### src/rtl/uart_tx.sv
// ---------------------------------------------------------------------------
// uart_tx -- buffered 8N1 serial transmitter
//
// Bytes offered on data/valid are queued in a small FIFO and shifted out
// LSB first on tx as start bit, 8 data bits and one stop bit.  Back-to-back
// bytes are sent with no idle gap between stop and the next start bit.
//
// Parameters
//   CLKRATE   input clock frequency in Hz
//   BAUDRATE  serial bit rate in bit/s; one bit lasts CLKRATE/BAUDRATE clocks
//   DEPTH     FIFO entries, power of two, at least 2
//
// Ports
//   clk    in   sole clock, rising edge
//   rst_n  in   synchronous active-low reset
//   data   in   byte to transmit
//   valid  in   data is offered this cycle
//   ready  out  FIFO can accept a byte this cycle (registered !full)
//   tx     out  serial line, idle high, driven straight from a flop
//   busy   out  FIFO non-empty or a frame in progress
//   link   out  activity indicator, stretched 2^16 clocks after the last frame
// ---------------------------------------------------------------------------
module uart_tx #(
    parameter int CLKRATE  = 12_000_000,
    parameter int BAUDRATE = 115_200,
    parameter int DEPTH    = 4
) (
    input  logic       clk,
    input  logic       rst_n,
    input  logic [7:0] data,
    input  logic       valid,
    output logic       ready,
    output logic       tx,
    output logic       busy,
    output logic       link
);

    localparam int DIVISOR = CLKRATE / BAUDRATE;
    localparam int BAUD_W  = (DIVISOR > 1) ? $clog2(DIVISOR) : 1;
    localparam int PTR_W   = $clog2(DEPTH);
    localparam int LINK_W  = 16;

    localparam logic [BAUD_W-1:0] BAUD_LAST  = BAUD_W'(DIVISOR - 1);
    localparam logic [PTR_W:0]    FULL_COUNT = (PTR_W + 1)'(DEPTH);

    typedef enum logic [1:0] {
        IDLE  = 2'd0,
        START = 2'd1,
        DATA  = 2'd2,
        STOP  = 2'd3
    } state_t;

    // ------------------------------------------------------------------
    // FIFO storage and bookkeeping
    // ------------------------------------------------------------------
    logic [7:0]       mem [DEPTH];
    logic [PTR_W-1:0] wr_ptr;
    logic [PTR_W-1:0] rd_ptr;
    logic [PTR_W:0]   count;
    logic [PTR_W:0]   count_next;

    logic push;
    logic pop;

    assign push = valid && ready;

    always_comb begin
        count_next = count;
        case ({push, pop})
            2'b10:   count_next = count + 1'b1;
            2'b01:   count_next = count - 1'b1;
            default: count_next = count;   // idle, or push and pop cancel out
        endcase
    end

    // NOTE: the storage array carries no reset; only pointers and count do.
    // Stale entries are never read because count gates every pop, and an
    // unreset array maps onto plain RAM/flop banks without a reset tree.
    always_ff @(posedge clk) begin
        if (push) begin
            mem[wr_ptr] <= data;
        end
    end

    // ------------------------------------------------------------------
    // Transmit state machine: next-state and datapath
    // ------------------------------------------------------------------
    state_t            state;
    state_t            state_next;
    logic [7:0]        shift;
    logic [7:0]        shift_next;
    logic [BAUD_W-1:0] baud;
    logic [BAUD_W-1:0] baud_next;
    logic [2:0]        bit_idx;
    logic [2:0]        bit_next;
    logic              tx_next;

    // NOTE: every signal assigned here gets a default first, so no path can
    // leave it unassigned and no latch is inferred.
    always_comb begin
        state_next = state;
        shift_next = shift;
        baud_next  = baud;
        bit_next   = bit_idx;
        tx_next    = tx;
        pop        = 1'b0;

        case (state)
            IDLE: begin
                tx_next = 1'b1;
                if (count != '0) begin
                    pop        = 1'b1;
                    shift_next = mem[rd_ptr];
                    tx_next    = 1'b0;
                    baud_next  = '0;
                    state_next = START;
                end
            end

            START: begin
                if (baud == BAUD_LAST) begin
                    tx_next    = shift[0];
                    bit_next   = '0;
                    baud_next  = '0;
                    state_next = DATA;
                end else begin
                    baud_next = baud + 1'b1;
                end
            end

            DATA: begin
                if (baud == BAUD_LAST) begin
                    shift_next = {1'b0, shift[7:1]};
                    baud_next  = '0;
                    if (bit_idx == 3'd7) begin
                        tx_next    = 1'b1;
                        state_next = STOP;
                    end else begin
                        // shift[1] is the bit that lands in shift[0] this edge
                        tx_next  = shift[1];
                        bit_next = bit_idx + 1'b1;
                    end
                end else begin
                    baud_next = baud + 1'b1;
                end
            end

            STOP: begin
                if (baud == BAUD_LAST) begin
                    baud_next = '0;
                    if (count != '0) begin
                        // chain straight into the next start bit, no idle gap
                        pop        = 1'b1;
                        shift_next = mem[rd_ptr];
                        tx_next    = 1'b0;
                        state_next = START;
                    end else begin
                        state_next = IDLE;
                    end
                end else begin
                    baud_next = baud + 1'b1;
                end
            end

            default: begin
                tx_next    = 1'b1;
                state_next = IDLE;
            end
        endcase
    end

    // ------------------------------------------------------------------
    // Registers
    // ------------------------------------------------------------------
    logic [LINK_W-1:0] link_cnt;

    // NOTE: all state updates use non-blocking assignments so every flop
    // samples pre-edge values regardless of statement order.
    always_ff @(posedge clk) begin
        if (!rst_n) begin
            state    <= IDLE;
            shift    <= '0;
            baud     <= '0;
            bit_idx  <= '0;
            tx       <= 1'b1;
            wr_ptr   <= '0;
            rd_ptr   <= '0;
            count    <= '0;
            ready    <= 1'b0;
            link_cnt <= '0;
            link     <= 1'b0;
        end else begin
            state   <= state_next;
            shift   <= shift_next;
            baud    <= baud_next;
            bit_idx <= bit_next;
            tx      <= tx_next;

            if (push) begin
                wr_ptr <= wr_ptr + 1'b1;   // wraps modulo DEPTH
            end
            if (pop) begin
                rd_ptr <= rd_ptr + 1'b1;
            end
            count <= count_next;
            ready <= (count_next != FULL_COUNT);

            // The stretch counter is held at its maximum for every clock a
            // frame is active and counts down once idle, so link stays high
            // for exactly 2^16 clocks after the return to IDLE; a new frame
            // reloads it.
            if (state != IDLE) begin
                link_cnt <= '1;
            end else if (link_cnt != '0) begin
                link_cnt <= link_cnt - 1'b1;
            end
            link <= (state_next != IDLE) || (link_cnt != '0);
        end
    end

    assign busy = (state != IDLE) || (count != '0);

endmodule

### config.mk
export PLATFORM = sky130hd
export DESIGN_NAME = uart_tx
export DESIGN_NICKNAME = d
export VERILOG_FILES = /design/src/rtl/uart_tx.sv
export SDC_FILE = /design/constraint.sdc
export NUM_CORES = 1
export LEC_CHECK = 0
export ABC_AREA = 1
export CORE_UTILIZATION = 54
export CTS_CLUSTER_DIAMETER = 60
export CTS_CLUSTER_SIZE = 12
export DETAILED_ROUTE_END_ITERATION = 8
export GPL_TIMING_DRIVEN = 0
export MAX_ROUTING_LAYER = met4
export PLACE_DENSITY = 0.72
export SLEW_MARGIN = 20
export SYNTH_ARGS = -nofsm -noshare
export SYNTH_HDL_FRONTEND = slang
export SYNTH_SLANG_ARGS = --single-unit
### constraint.sdc
create_clock -name clk -period 2.6 [get_ports clk]
set_input_delay 0.26 -clock clk [delete_from_list [all_inputs] [get_ports clk]]
set_output_delay 0.26 -clock clk [all_outputs]
set_load 0.02 [all_outputs]
Word-level counts from Yosys, hierarchy flattened

Memories as Yosys holds them, arrays and structs flattened. A register that Yosys moved wholly into a read port is not among the register bits.
Index checks and enable logic that the tools add are counted.

Output and inout bits: 4
Latch bits: 0
Input port bits: 11
Flip-flop bits (word level): 46
Memories kept: 1
Memory bits (read-only): 0
Memory bits (writable): 32

Memory list:

| name | depth | width | read ports | clocked after memory_dff | wr ports | RTL line | text |
|---|---|---|---|---|---|---|---|
| mem  | 4     | 8     | 1          | 1                        | 1        | 56       | `logic [7:0] mem [DEPTH];` |

Reductions and logical operators: 15
Shift-type cells: 0
Equality and inequality tests: 14
Bitwise logic cells: 0
Divide/modulo/power cells: 0
Mux-type cells: 35
$lt $le $gt $ge: 0
Add/sub/neg operators: 7
Multipliers: 0

Operator list:

| cell                                               | number |
|---|---|
| two-way mux 16 bit                                 | 2 |
| two-way mux 8 bit                                  | 3 |
| case mux 8 bit (3 select lines)                    | 1 |
| nonzero test 16 bit                                | 1 |
| subtractor 16 x 1 -> 16 bit, second input constant | 1 |
| two-way mux 2 bit                                  | 7 |
| two-way mux 7 bit                                  | 2 |
| case mux 7 bit (2 select lines)                    | 1 |
| inequality test 2 bit, second input constant       | 6 |
| case mux 3 bit (2 select lines)                    | 2 |
| two-way mux 1 bit                                  | 11 |
| two-way mux 3 bit                                  | 3 |
| case mux 2 bit (4 select lines)                    | 1 |
| AND reduction 4 bit                                | 2 |
| nonzero test 2 bit                                 | 4 |
| adder 7 x 1 -> 7 bit, second input constant        | 1 |
| == test 7 bit, second input constant               | 1 |
| adder 3 x 1 -> 3 bit, second input constant        | 2 |
| == test 2 bit, second input constant               | 3 |
| nonzero test 3 bit                                 | 2 |
| adder 2 x 1 -> 2 bit, second input constant        | 2 |
| == test 2 x 1 -> 1 bit, second input constant      | 2 |
| case mux 1 bit (4 select lines)                    | 1 |
| == test 3 bit, second input constant               | 1 |
| 8 further kinds                                    | 9 |

Logic depth before layout (Yosys ltp)

Gate-level depths: netlist of the first run.

Depth after elaboration: 7
Depth in mapped cells: 16
Gate-level depth less buffers: 16

Worst setup path after synthesis of the first run

No wires, ideal clock.

Kind: reg-to-reg
From: reg baud[0]
To: reg ready
Period minus slack after synthesis: 2.198 ns
Path buffers: 0
Setup slack: 0.402 ns
Arrival: 2.070 ns
Required time: 2.472 ns
Cell stages (with the launch flop): 16
Cell sequence: dfxtp_1 ha_1 nand2_1 inv_1 nand3_2 o21ai_2 nand2_1 inv_2 ha_1 inv_1 fa_1 inv_1 nand2_1 nand3_1 xor2_1 a31oi_1

Longest elaborated chain between the ends: 6
Elaborated cells on any way between the ends: 7

RTL lines:

| what                                                    | RTL line | text |
|---|---|---|
| from (decl)                                             | 92       | `logic [BAUD_W-1:0] baud;` |
| from (signal assigned)                                  | 195      | `baud <= baud_next;` |
| == test 7 bit *                                         | 149      | `if (baud == BAUD_LAST) begin` |
| two-way mux 1 bit *                                     | 149      |  |
| case mux 1 bit (2 select lines) *                       | 108      | `case (state)` |
| via pop                                                 | 63       | `logic pop;` |
| == test 2 x 1 -> 1 bit or == test 2 bit (tied branches) | 69       | `case ({push, pop})` |
| case mux 3 bit (2 select lines) *                       | 69       |  |
| inequality test 3 bit *                                 | 206      | `ready <= (count_next != FULL_COUNT);` |
| to (signal assigned)                                    | 206      |  |
| to (decl)                                               | 32       | `output logic ready,` |

The timed path passes the listed nets; every way through them passes the cells marked *.
A chain may end at the register's enable or synchronous reset.

Worst setup path after layout of the first run

From: reg state[1]
To: out busy

Longest elaborated chain between the ends: 2

RTL lines:

| what                   | RTL line | text |
|---|---|---|
| from (decl)            | 88       | `state_t state;` |
| from (signal assigned) | 193      | `state <= state_next;` |
| nonzero test 2 bit     | 221      | `assign busy = (state != IDLE) \|\| (count != '0);` |
| logical OR 1 bit       | 221      |  |
| to (decl)              | 34       | `output logic busy,` |

Every way passes these cells.

==> results.json, run 1 <==
{
  "slowest_delay_ns": 0.61,
  "cts_buffer_depth": 2,
  "place_area_mm2": 0.00421,
  "yosysTopAreaCellShare_pct": 24.3,
  "grt_pass1_vias": 3021,
  "dieWidth_um": 87.6,
  "synth_nets": 522,
  "clockRootBuffer": "clkbuf_8",
  "power_frac_comb_pct": 45.0,
  "synth-async-reset-ratio_pct": 0,
  "hold_class": "input port to flip-flop",
  "fmax_ghz": 0.408,
  "cts_buffers": 9,
  "synthTopCellsByArea": "dfxtp_1 (24%), edfxtp_1 (24%), nand2_1 (9.9%)",
  "synth_ff_type": "dfxtp_1",
  "ant_nets": 0,
  "cts_sinks": 80,
  "dieArea_mm2": 0.00767,
  "synth_common_cells": "nand2_1 (104), nor2_1 (88), inv_1 (49), dfxtp_1 (48), o21ai_0 (39)",
  "criticalPathCategory": "flip-flop to output pin",
  "wirelength_um": 8060,
  "via_per_inst": 5.17,
  "antenna_found_initial": 0,
  "nNetsFinal": 547,
  "drcViolationCount": 0,
  "finalPower_uw": 4960,
  "htreeDepth": 3,
  "clk_pin_slew_worst_paths_ns": 0.09,
  "fill_cells": 605,
  "synth_area_mm2": 0.00396,
  "finalInstanceArea_mm2": 0.00445,
  "yosys.area.top_type": "dfxtp_1",
  "switching_share_pct": 42.5,
  "drv_slew": 0,
  "cp_slowest_cell": "clkdlybuf4s50_1",
  "yosysMostFrequentCell": "nand2_1",
  "gp_routability_congestion": 0.883,
  "grt_pass1_wl_um": 13300,
  "dp_hpwl_um": 5670,
  "rsz0062_at_grt": "false",
  "synth_cells": 496,
  "crit_arrival_ns": 2.19,
  "peakVddDrop_uv": 576,
  "critical_path.top_delay_family": "buffers and inverters",
  "worstMarginPinSlew_ns": 0.837,
  "clk_latency_ns": 0.35,
  "power_density_mw_per_mm2": 1110,
  "wire_per_inst_um": 13.0,
  "syn_to_final_growth_pct": 12.5,
  "core_region_area_mm2": 0.00694,
  "instances_no_fill": 622,
  "slew_headroom_pct": 44.0,
  "path_cells": "inv_1, ha_1, clkbuf_4, nand2_1, buf_4, clkdlybuf4s50_1",
  "required_ns": 2.34,
  "hold_violations": 0,
  "io_buffers": 13,
  "seq_power_share_pct": 35.7,
  "start_util_pct": 57.0,
  "gr-total-overflow": 0,
  "yosysSeqAreaShare_pct": 48.6,
  "synth.avg_cell_area_um2": 7.97,
  "drive_gt1_share_pct": 12.0,
  "ios": 15,
  "hold_ws_ns": 0.255,
  "leakagePower_uw": 0.00190,
  "min_period_ns": 2.45,
  "first_pass_iters": 4,
  "fin_tns_setup_ns": 0,
  "antennaDiodeCount": 0,
  "fin_crit_sh_pct": 94.2,
  "rows": 30,
  "start_kind": "flip-flop",
  "crit_path_max_fanout": 10,
  "setup_viol": 0,
  "p_switching_uw": 2110,
  "grt_max_degree": 17,
  "synth_seq_cells": 80,
  "outcome": "completed",
  "yosysUniqueCellTypes": 39,
  "drtIter0Drc": 194,
  "num_vias": 3215,
  "cp.buffers_inverters": 4,
  "dpl.cell_count": 605,
  "p_clk_share_pct": 19.3,
  "drv_cap": 0,
  "synth_edf_count": 32,
  "skew_ns": 0.0131,
  "grt_usage_pct": 23.6,
  "die_h_um": 87.6,
  "cts_tree": "built",
  "p_int_uw": 2850,
  "end_kind": "output pin",
  "synth-warning-count": 0
}
-- cells by family (layout without fill, tap and decap cells) --
| logic type | Yosys count | count (layout) | synth area share (%) |
|---|---|---|---|
| compound gates | 73 | 73 | 10.1 |
| xor+xnor | 4 | 4 | 0.886 |
| fa+ha+maj | 15 | 15 | 4.94 |
| buf+inv | 70 | 100 | 7.31 |
| flops | 80 | 80 | 48.6 |
| simple gates | 254 | 254 | 28.2 |
-- worst paths after layout --
check                                  from     endpoint  slack, ns  depth (start not counted)
worst min-delay path                  rst_n      baud[1]       0.26                          3
worst max register to register     state[1]        ready       0.15                         13
worst max-delay path               state[1]         busy       0.15                          6
worst min register to register  link_cnt[0]  link_cnt[0]       0.47                          2
-- sequential cells by signal, summed over array words and instances (netlist names), named ones only --
register,flops
rd_ptr,2
shift,8
tx,1
ready,1
state,2
link_cnt,16
count,3
mem,32
baud,7
wr_ptr,2
bit_idx,3
link,1
-- routing by layer --
metal	GRT usage (%)	part of all wire (%)	routed length (um)	vias up
li1	-	-	-	1656
met1	28.0	45	3660	1475
met2	40.3	49	3940	65
met3	3.68	3.8	304	19
met4	9.09	1.9	153	0
met5	-	0	0	-
-- cells in the final DEF (no fill, tap or decap), types with 3 or more instances in the layout --
cell	n
nor2_2	4
nand4_1	3
o21ai_1	9
nand2_2	5
edfxtp_1	32
xor2_1	3
inv_6	3
nor2_1	88
inv_1	48
buf_2	5
clkbuf_8	9
inv_2	8
dfxtp_1	45
nand3_1	36
ha_1	13
dfxtp_2	3
o21ai_0	39
buf_4	6
nand2_1	102
clkdlybuf4s50_1	13
a21oi_1	16
nor2_4	3
-- worst reg2reg max path, stage by stage (launching register included) --
cell,delay (ns)
dfxtp_1,0.42
ha_1,0.35
inv_1,0.12
o21ai_4,0.17
nand2_2,0.10
inv_2,0.07
ha_1,0.15
inv_1,0.07
fa_1,0.37
inv_1,0.07
nand2_1,0.05
nand3_1,0.08
xor2_1,0.20
a31oi_1,0.10
-- per-stage QoR --
stage / utilization (%) / setup slack [ns]
after floorplan: - / 0.402
after global placement: 60.6 / 0.136
after detailed placement: 60.6 / 0.0688
after CTS: 63.5 / 0.0298
after global routing: 64.1 / 0.00849
final: 64.1 / 0.150
-- repair_timing --
action                                  CTS  global route
setup buffers                             0             1
gates resized for setup                   0            10
hold buffers                              0             0
endpoints found under the setup margin    0             4
endpoints found under the hold margin     0             0
-- final cells by class --
cell class / count / area [um^2] / area share, %
inverters: 56 / 210 / 4.72
clock buffers: 9 / 124 / 2.78
repair buffers: 14 / 138 / 3.09
multi-input cells: 346 / 1770 / 39.7
well taps: 96 / 120 / 2.70
clock inverters: 7 / 83.8 / 1.88
flip-flops and latches: 80 / 1930 / 43.3
plain buffers: 14 / 81.3 / 1.83
-- power by group through the flow --
| stage | logic [uW] | registers (uW) | clock network [uW] |
|---|---|---|---|
| global route | 2550 | 1800 | 1030 |
| detailed placement | 2180 | 1790 | 0 |
| global placement | 2120 | 1780 | 0 |
| CTS | 2210 | 1760 | 976 |
| floorplan | 1680 | 1770 | 0 |
| finish | 2230 | 1770 | 958 |
Note: power is estimated with default switching activity, not from simulation.
==> run 2, diff against run 1 <==
--- a/config.mk
+++ b/config.mk
@@ -6,13 +6,14 @@
 export NUM_CORES = 1
 export LEC_CHECK = 0
 export ABC_AREA = 1
-export CORE_UTILIZATION = 54
+export CORE_UTILIZATION = 60
 export CTS_CLUSTER_DIAMETER = 60
 export CTS_CLUSTER_SIZE = 12
 export DETAILED_ROUTE_END_ITERATION = 8
 export GPL_TIMING_DRIVEN = 0
 export MAX_ROUTING_LAYER = met4
-export PLACE_DENSITY = 0.72
+export PLACE_DENSITY = 0.79
+export REMOVE_ABC_BUFFERS = 1
 export SLEW_MARGIN = 20
 export SYNTH_ARGS = -nofsm -noshare
 export SYNTH_HDL_FRONTEND = slang
==> constraint.sdc (replaced) <==
create_clock -name clk -period 3.1 [get_ports clk]
set_input_delay 0.31 -clock clk [delete_from_list [all_inputs] [get_ports clk]]
set_output_delay 0.31 -clock clk [all_outputs]
set_load 0.02 [all_outputs]
==> results.json, run 2 (same netlist as run 1, synthesis figures left out) <==
{
  "dp_hpwl_um": 5050,
  "fmax_ghz": 0.386,
  "skew_ns": 0.00960,
  "via_per_inst": 5.32,
  "htreeDepth": 3,
  "nNetsFinal": 533,
  "dieWidth_um": 83.2,
  "power_density_mw_per_mm2": 934,
  "clockRootBuffer": "clkbuf_8",
  "drv_cap": 0,
  "setup_viol": 0,
  "hold_violations": 0,
  "drcViolationCount": 0,
  "register_area_mm2": 0.00192,
  "cts_buffers": 9,
  "layout_common_cells": "nand2_1 (104), nor2_1 (88), inv_1 (49), dfxtp_1 (48), o21ai_0 (39)",
  "place_area_mm2": 0.00411,
  "required_ns": 3.31,
  "first_pass_iters": 4,
  "fin_tns_setup_ns": 0,
  "die_h_um": 83.2,
  "drv_slew": 0,
  "finish.utilization_pct": 68.0,
  "leakagePower_uw": 0.00185,
  "rsz0062_at_grt": "false",
  "cts_tree": "built",
  "antennaDiodeCount": 0,
  "grt_pass1_vias": 3062,
  "fin_crit_sh_pct": 83.7,
  "worstMarginPinSlew_ns": 0.793,
  "seq_power_share_pct": 37.5,
  "peakVddDrop_uv": 658,
  "wire_per_inst_um": 12.5,
  "io_buffers": 14,
  "clk_pin_slew_worst_paths_ns": 0.09,
  "hold_class": "flip-flop to flip-flop",
  "power_frac_comb_pct": 43.1,
  "finalWorstSetupSlack_ns": 0.507,
  "ant_nets": 0,
  "p_switching_uw": 1710,
  "finalInstanceArea_mm2": 0.00432,
  "gr-total-overflow": 0,
  "multi_input_area_mm2": 0.00175,
  "p_clk_share_pct": 19.4,
  "grt_pass1_wl_um": 13200,
  "wirelength_um": 7380,
  "layout_commonest_cell": "nand2_1",
  "cts_buffer_depth": 2,
  "rows": 29,
  "cts_resized": 0,
  "clk_latency_ns": 0.35,
  "pre_cts_ws_ns": 0.305,
  "start_util_pct": 62.3,
  "crit_arrival_ns": 2.80,
  "end_kind": "flip-flop",
  "grt_usage_pct": 24.1,
  "slew_headroom_pct": 47.0,
  "num_vias": 3133,
  "core_region_area_mm2": 0.00635,
  "start_kind": "flip-flop",
  "top_regs": "mem x32, link_cnt x16, shift x8",
  "drive_gt1_share_pct": 8.59,
  "criticalPathCategory": "flip-flop to flip-flop",
  "grt_max_degree": 29,
  "dieArea_mm2": 0.00692,
  "largest_register_ffs": 32,
  "ios": 15,
  "largest_register": "mem",
  "crit_path_max_fanout": 18,
  "min_period_ns": 2.59,
  "syn_to_final_growth_pct": 9.21,
  "outcome": "completed",
  "switching_share_pct": 42.4,
  "antenna_found_initial": 0,
  "gp_routability_congestion": 0.904,
  "hold_buffers": 0,
  "postCtsSetupBuffers": 0,
  "drtIter0Drc": 98,
  "fill_cells": 526,
  "p_int_uw": 2320,
  "cts_sinks": 80,
  "finalPower_uw": 4030
}
-- run 2: changes by cell type in the layout (fill, tap and decap cells not counted), sizes merged --
cell	change
clkbuf	-2
clkinv	+3
clkdlybuf4s50	+1
inv	-2
clkinvlp	-1
buf	-13
-- run 2: power by group through the flow --
| stage | clock [uW] | combinational, uW | sequential [uW] |
|---|---|---|---|
| after floorplan | 0 | 1330 | 1510 |
| after global placement | 0 | 1660 | 1530 |
| after detailed placement | 0 | 1710 | 1530 |
| after CTS | 789 | 1730 | 1510 |
| after global routing | 837 | 2010 | 1540 |
| final | 783 | 1740 | 1510 |
-- run 2: per-stage QoR --
stage	hold WS, ns	instances
6_report	0.468	589
5_1_grt	0.484	589
4_1_cts	0.474	589
3_5_place_dp	0.462	573
3_3_place_gp	0.451	573
2_1_floorplan	0.408	482
-- run 2: cell type report --
cell class / count / area share (%)
Sequential cell: 80 / 44.5
Multi-Input combinational cell: 346 / 40.4
Inverter: 56 / 4.87
Timing Repair Buffer: 14 / 3.24
Clock buffer: 9 / 2.87
Tap cell: 77 / 2.23
Clock inverter: 7 / 1.85
-- run 2: per-layer routing --
layer / track usage, % / wire, um
met5: - / 0
met4: 7.68 / 68
met3: 5.07 / 243
met1: 29.6 / 3510
met2: 40.0 / 3560
-- run 2: worst paths after layout --
path | start | end | slack (ns) | cells past startpoint
max | state[0] | ready | 0.51 | 14
min reg2reg | link_cnt[0] | link_cnt[0] | 0.47 | 2
max reg2reg | state[0] | ready | 0.51 | 14
min | link_cnt[0] | link_cnt[0] | 0.47 | 2
-- run 2: critical path, stage by stage (launching register included) --
cell and delay, ns:
dfxtp_1 0.37, inv_1 0.12, ha_2 0.43, inv_1 0.15, o21ai_2 0.09, nand2_1 0.12
inv_2 0.08, ha_1 0.16, inv_1 0.06, fa_1 0.38, inv_1 0.06, nand2_1 0.04
nand3_1 0.08, xor2_1 0.20, a31oi_1 0.10
==> run 3, diff against run 2 <==
--- a/config.mk
+++ b/config.mk
@@ -6,13 +6,13 @@
 export NUM_CORES = 1
 export LEC_CHECK = 0
 export ABC_AREA = 1
-export CORE_UTILIZATION = 60
+export CORE_UTILIZATION = 55
 export CTS_CLUSTER_DIAMETER = 60
 export CTS_CLUSTER_SIZE = 12
 export DETAILED_ROUTE_END_ITERATION = 8
 export GPL_TIMING_DRIVEN = 0
 export MAX_ROUTING_LAYER = met4
-export PLACE_DENSITY = 0.79
+export PLACE_DENSITY = 0.76
 export REMOVE_ABC_BUFFERS = 1
 export SLEW_MARGIN = 20
 export SYNTH_ARGS = -nofsm -noshare
==> constraint.sdc (replaced) <==
create_clock -name clk -period 2.2 [get_ports clk]
set_input_delay 0.22 -clock clk [delete_from_list [all_inputs] [get_ports clk]]
set_output_delay 0.22 -clock clk [all_outputs]
set_load 0.02 [all_outputs]
==> results.json, run 3 (same netlist as run 1, synthesis figures left out) <==
{
  "dieArea_mm2": 0.00753,
  "hold_class": "flip-flop to flip-flop",
  "gp_routability_congestion": 0.884,
  "leakagePower_uw": 0.00191,
  "largest_register_ffs": 32,
  "outcome": "completed",
  "grt_max_degree": 29,
  "end_kind": "flip-flop",
  "layout_common_cells": "nand2_1 (100), nor2_1 (87), inv_1 (44), dfxtp_1 (43), o21ai_0 (38)",
  "critical_path.top_delay_family": "adder cells",
  "dieWidth_um": 86.8,
  "gr-total-overflow": 0,
  "r2r_cells": 12,
  "start_util_pct": 57.6,
  "met3_usage_pct": 5.14,
  "via_per_inst": 5.19,
  "min-delay-start": "link_cnt[0]",
  "rsz0062_at_grt": "true",
  "wire_per_inst_um": 12.7,
  "ios": 15,
  "drv_cap": 0,
  "cts_buffer_depth": 2,
  "rows": 30,
  "hold_violations": 0,
  "r2r_start": "state[0]",
  "crit_path_max_fanout": 6,
  "crit_path_frequent_cell": "ha_4",
  "largest_register": "mem",
  "first_pass_iters": 5,
  "wirelength_um": 7860,
  "antennaDiodeCount": 0,
  "multi_input_area_mm2": 0.00185,
  "skew_ns": 0.00924,
  "holdPathEnd": "link_cnt[0]",
  "cts_buffers": 9,
  "hold_ws_ns": 0.474,
  "ant_nets": 0,
  "setup_viol": 0,
  "min_period_ns": 2.19,
  "layout_commonest_cell": "nand2_1",
  "dp_hpwl_um": 5020,
  "htreeDepth": 3,
  "met2_usage_pct": 37.2,
  "slowest_delay_ns": 0.40,
  "core_region_area_mm2": 0.00687,
  "cp.buffers_inverters": 3,
  "rr_endpoint": "ready",
  "antenna_found_initial": 0,
  "crit_cells": 12,
  "crit_arrival_ns": 2.41,
  "cts_tree": "built",
  "r2r_slack_ns": 0.01,
  "start_kind": "flip-flop",
  "fmax_ghz": 0.457,
  "criticalPathCategory": "flip-flop to flip-flop",
  "drive_gt1_share_pct": 14.9,
  "required_ns": 2.42,
  "pre_cts_ws_ns": -0.690,
  "clockRootBuffer": "clkbuf_8",
  "power_density_mw_per_mm2": 1300,
  "clk_latency_ns": 0.36,
  "io_buffers": 14,
  "busiest_layer": "met2",
  "clk_pin_slew_worst_paths_ns": 0.09,
  "cts_sinks": 80,
  "drcViolationCount": 0,
  "finalWorstSetupSlack_ns": 0.0111,
  "hold_depth": 2,
  "crit_path_start": "state[0]",
  "die_h_um": 86.8,
  "num_vias": 3205,
  "slew_headroom_pct": 45.4,
  "finalPower_uw": 5900,
  "cp_slowest_cell": "dfxtp_4",
  "nNetsFinal": 543,
  "fin_crit_sh_pct": 99.5,
  "peakVddDrop_uv": 808,
  "fill_cells": 564,
  "grt_pass1_wl_um": 13400,
  "register_area_mm2": 0.00193,
  "grt_usage_pct": 23.8,
  "syn_to_final_growth_pct": 14.3,
  "drtIter0Drc": 185,
  "grt_pass1_vias": 3011,
  "drv_slew": 0,
  "top_regs": "mem x32, link_cnt x16, shift x8",
  "worstMarginPinSlew_ns": 0.817,
  "met1_usage_pct": 29.6,
  "path_cells": "ha_4, inv_1, o21ai_4, nand2_2, inv_2, ha_4, inv_4, fa_2, nand2_1, nand3_2, xor2_2, a31oi_1"
}
run 3: cell types whose count changed in the layout (fill, tap and decap cells not counted), sizes merged:
cell,before,now
clkinvlp,0,2
inv,58,59
buf,0,10
clkdlybuf4s50,14,13
bufinv,1,0
dlymetal6s2s,0,1
clkinv,4,2
run 3: worst max-delay path by stage:
| stage | end | slack (ns) |
|---|---|---|
| detailed placement | ready | -0.69 |
| finish | ready | 0.01 |
| global placement | ready | -0.57 |
| floorplan | ready | -0.16 |
| CTS | ready | -0.07 |
| global route | ready | -0.12 |
run 3: report_power, final:
| group | switching, uW | leakage, uW | internal, uW |
|---|---|---|---|
| logic | 1700 | 0.00113 | 1020 |
| registers | 274 | 0.000689 | 1870 |
| clock network | 603 | 0.0000899 | 432 |
run 3: area by class of cell:
class                      count  area share [%]
clock buffer                   9            2.74
clock inverter                 7            1.41
inverter                      56            4.76
multi-input combinational    346            40.9
sequential                    80            42.8
tap                           96            2.66
timing repair buffer          24            4.81
run 3: metrics by stage:
step / instance area [um^2] / utilization [%] / cells / TNS (ns)
6_report: 4520 / 65.8 / 618 / 0
3_5_place_dp: 4140 / 60.2 / 592 / -2.02
4_1_cts: 4470 / 65.1 / 615 / -0.0727
3_3_place_gp: 4140 / 60.2 / 592 / -1.62
2_1_floorplan: 3880 / - / 482 / -0.290
5_1_grt: 4520 / 65.8 / 618 / -0.183
run 3: repair_timing:
item                       CTS  global route
resized for setup           26            11
setup buffers                7             3
hold endpoints to repair     0             0
hold buffers                 0             0
setup endpoints to repair    5            12
gates cloned                 0             0
pin swaps                    8             6
run 3: metal layers:
| metal | share of wire (%) | up-vias |
|---|---|---|
| met5 | 0 | - |
| met4 | 2.0 | 0 |
| met3 | 4.6 | 17 |
| met2 | 47 | 87 |
| met1 | 46 | 1450 |
| li1 | - | 1651 |
run 3: worst min-delay path: stages, from the launching register on:
cell	delay, ns
dfxtp_1	0.32
nand2_1	0.06
a21oi_1	0.05
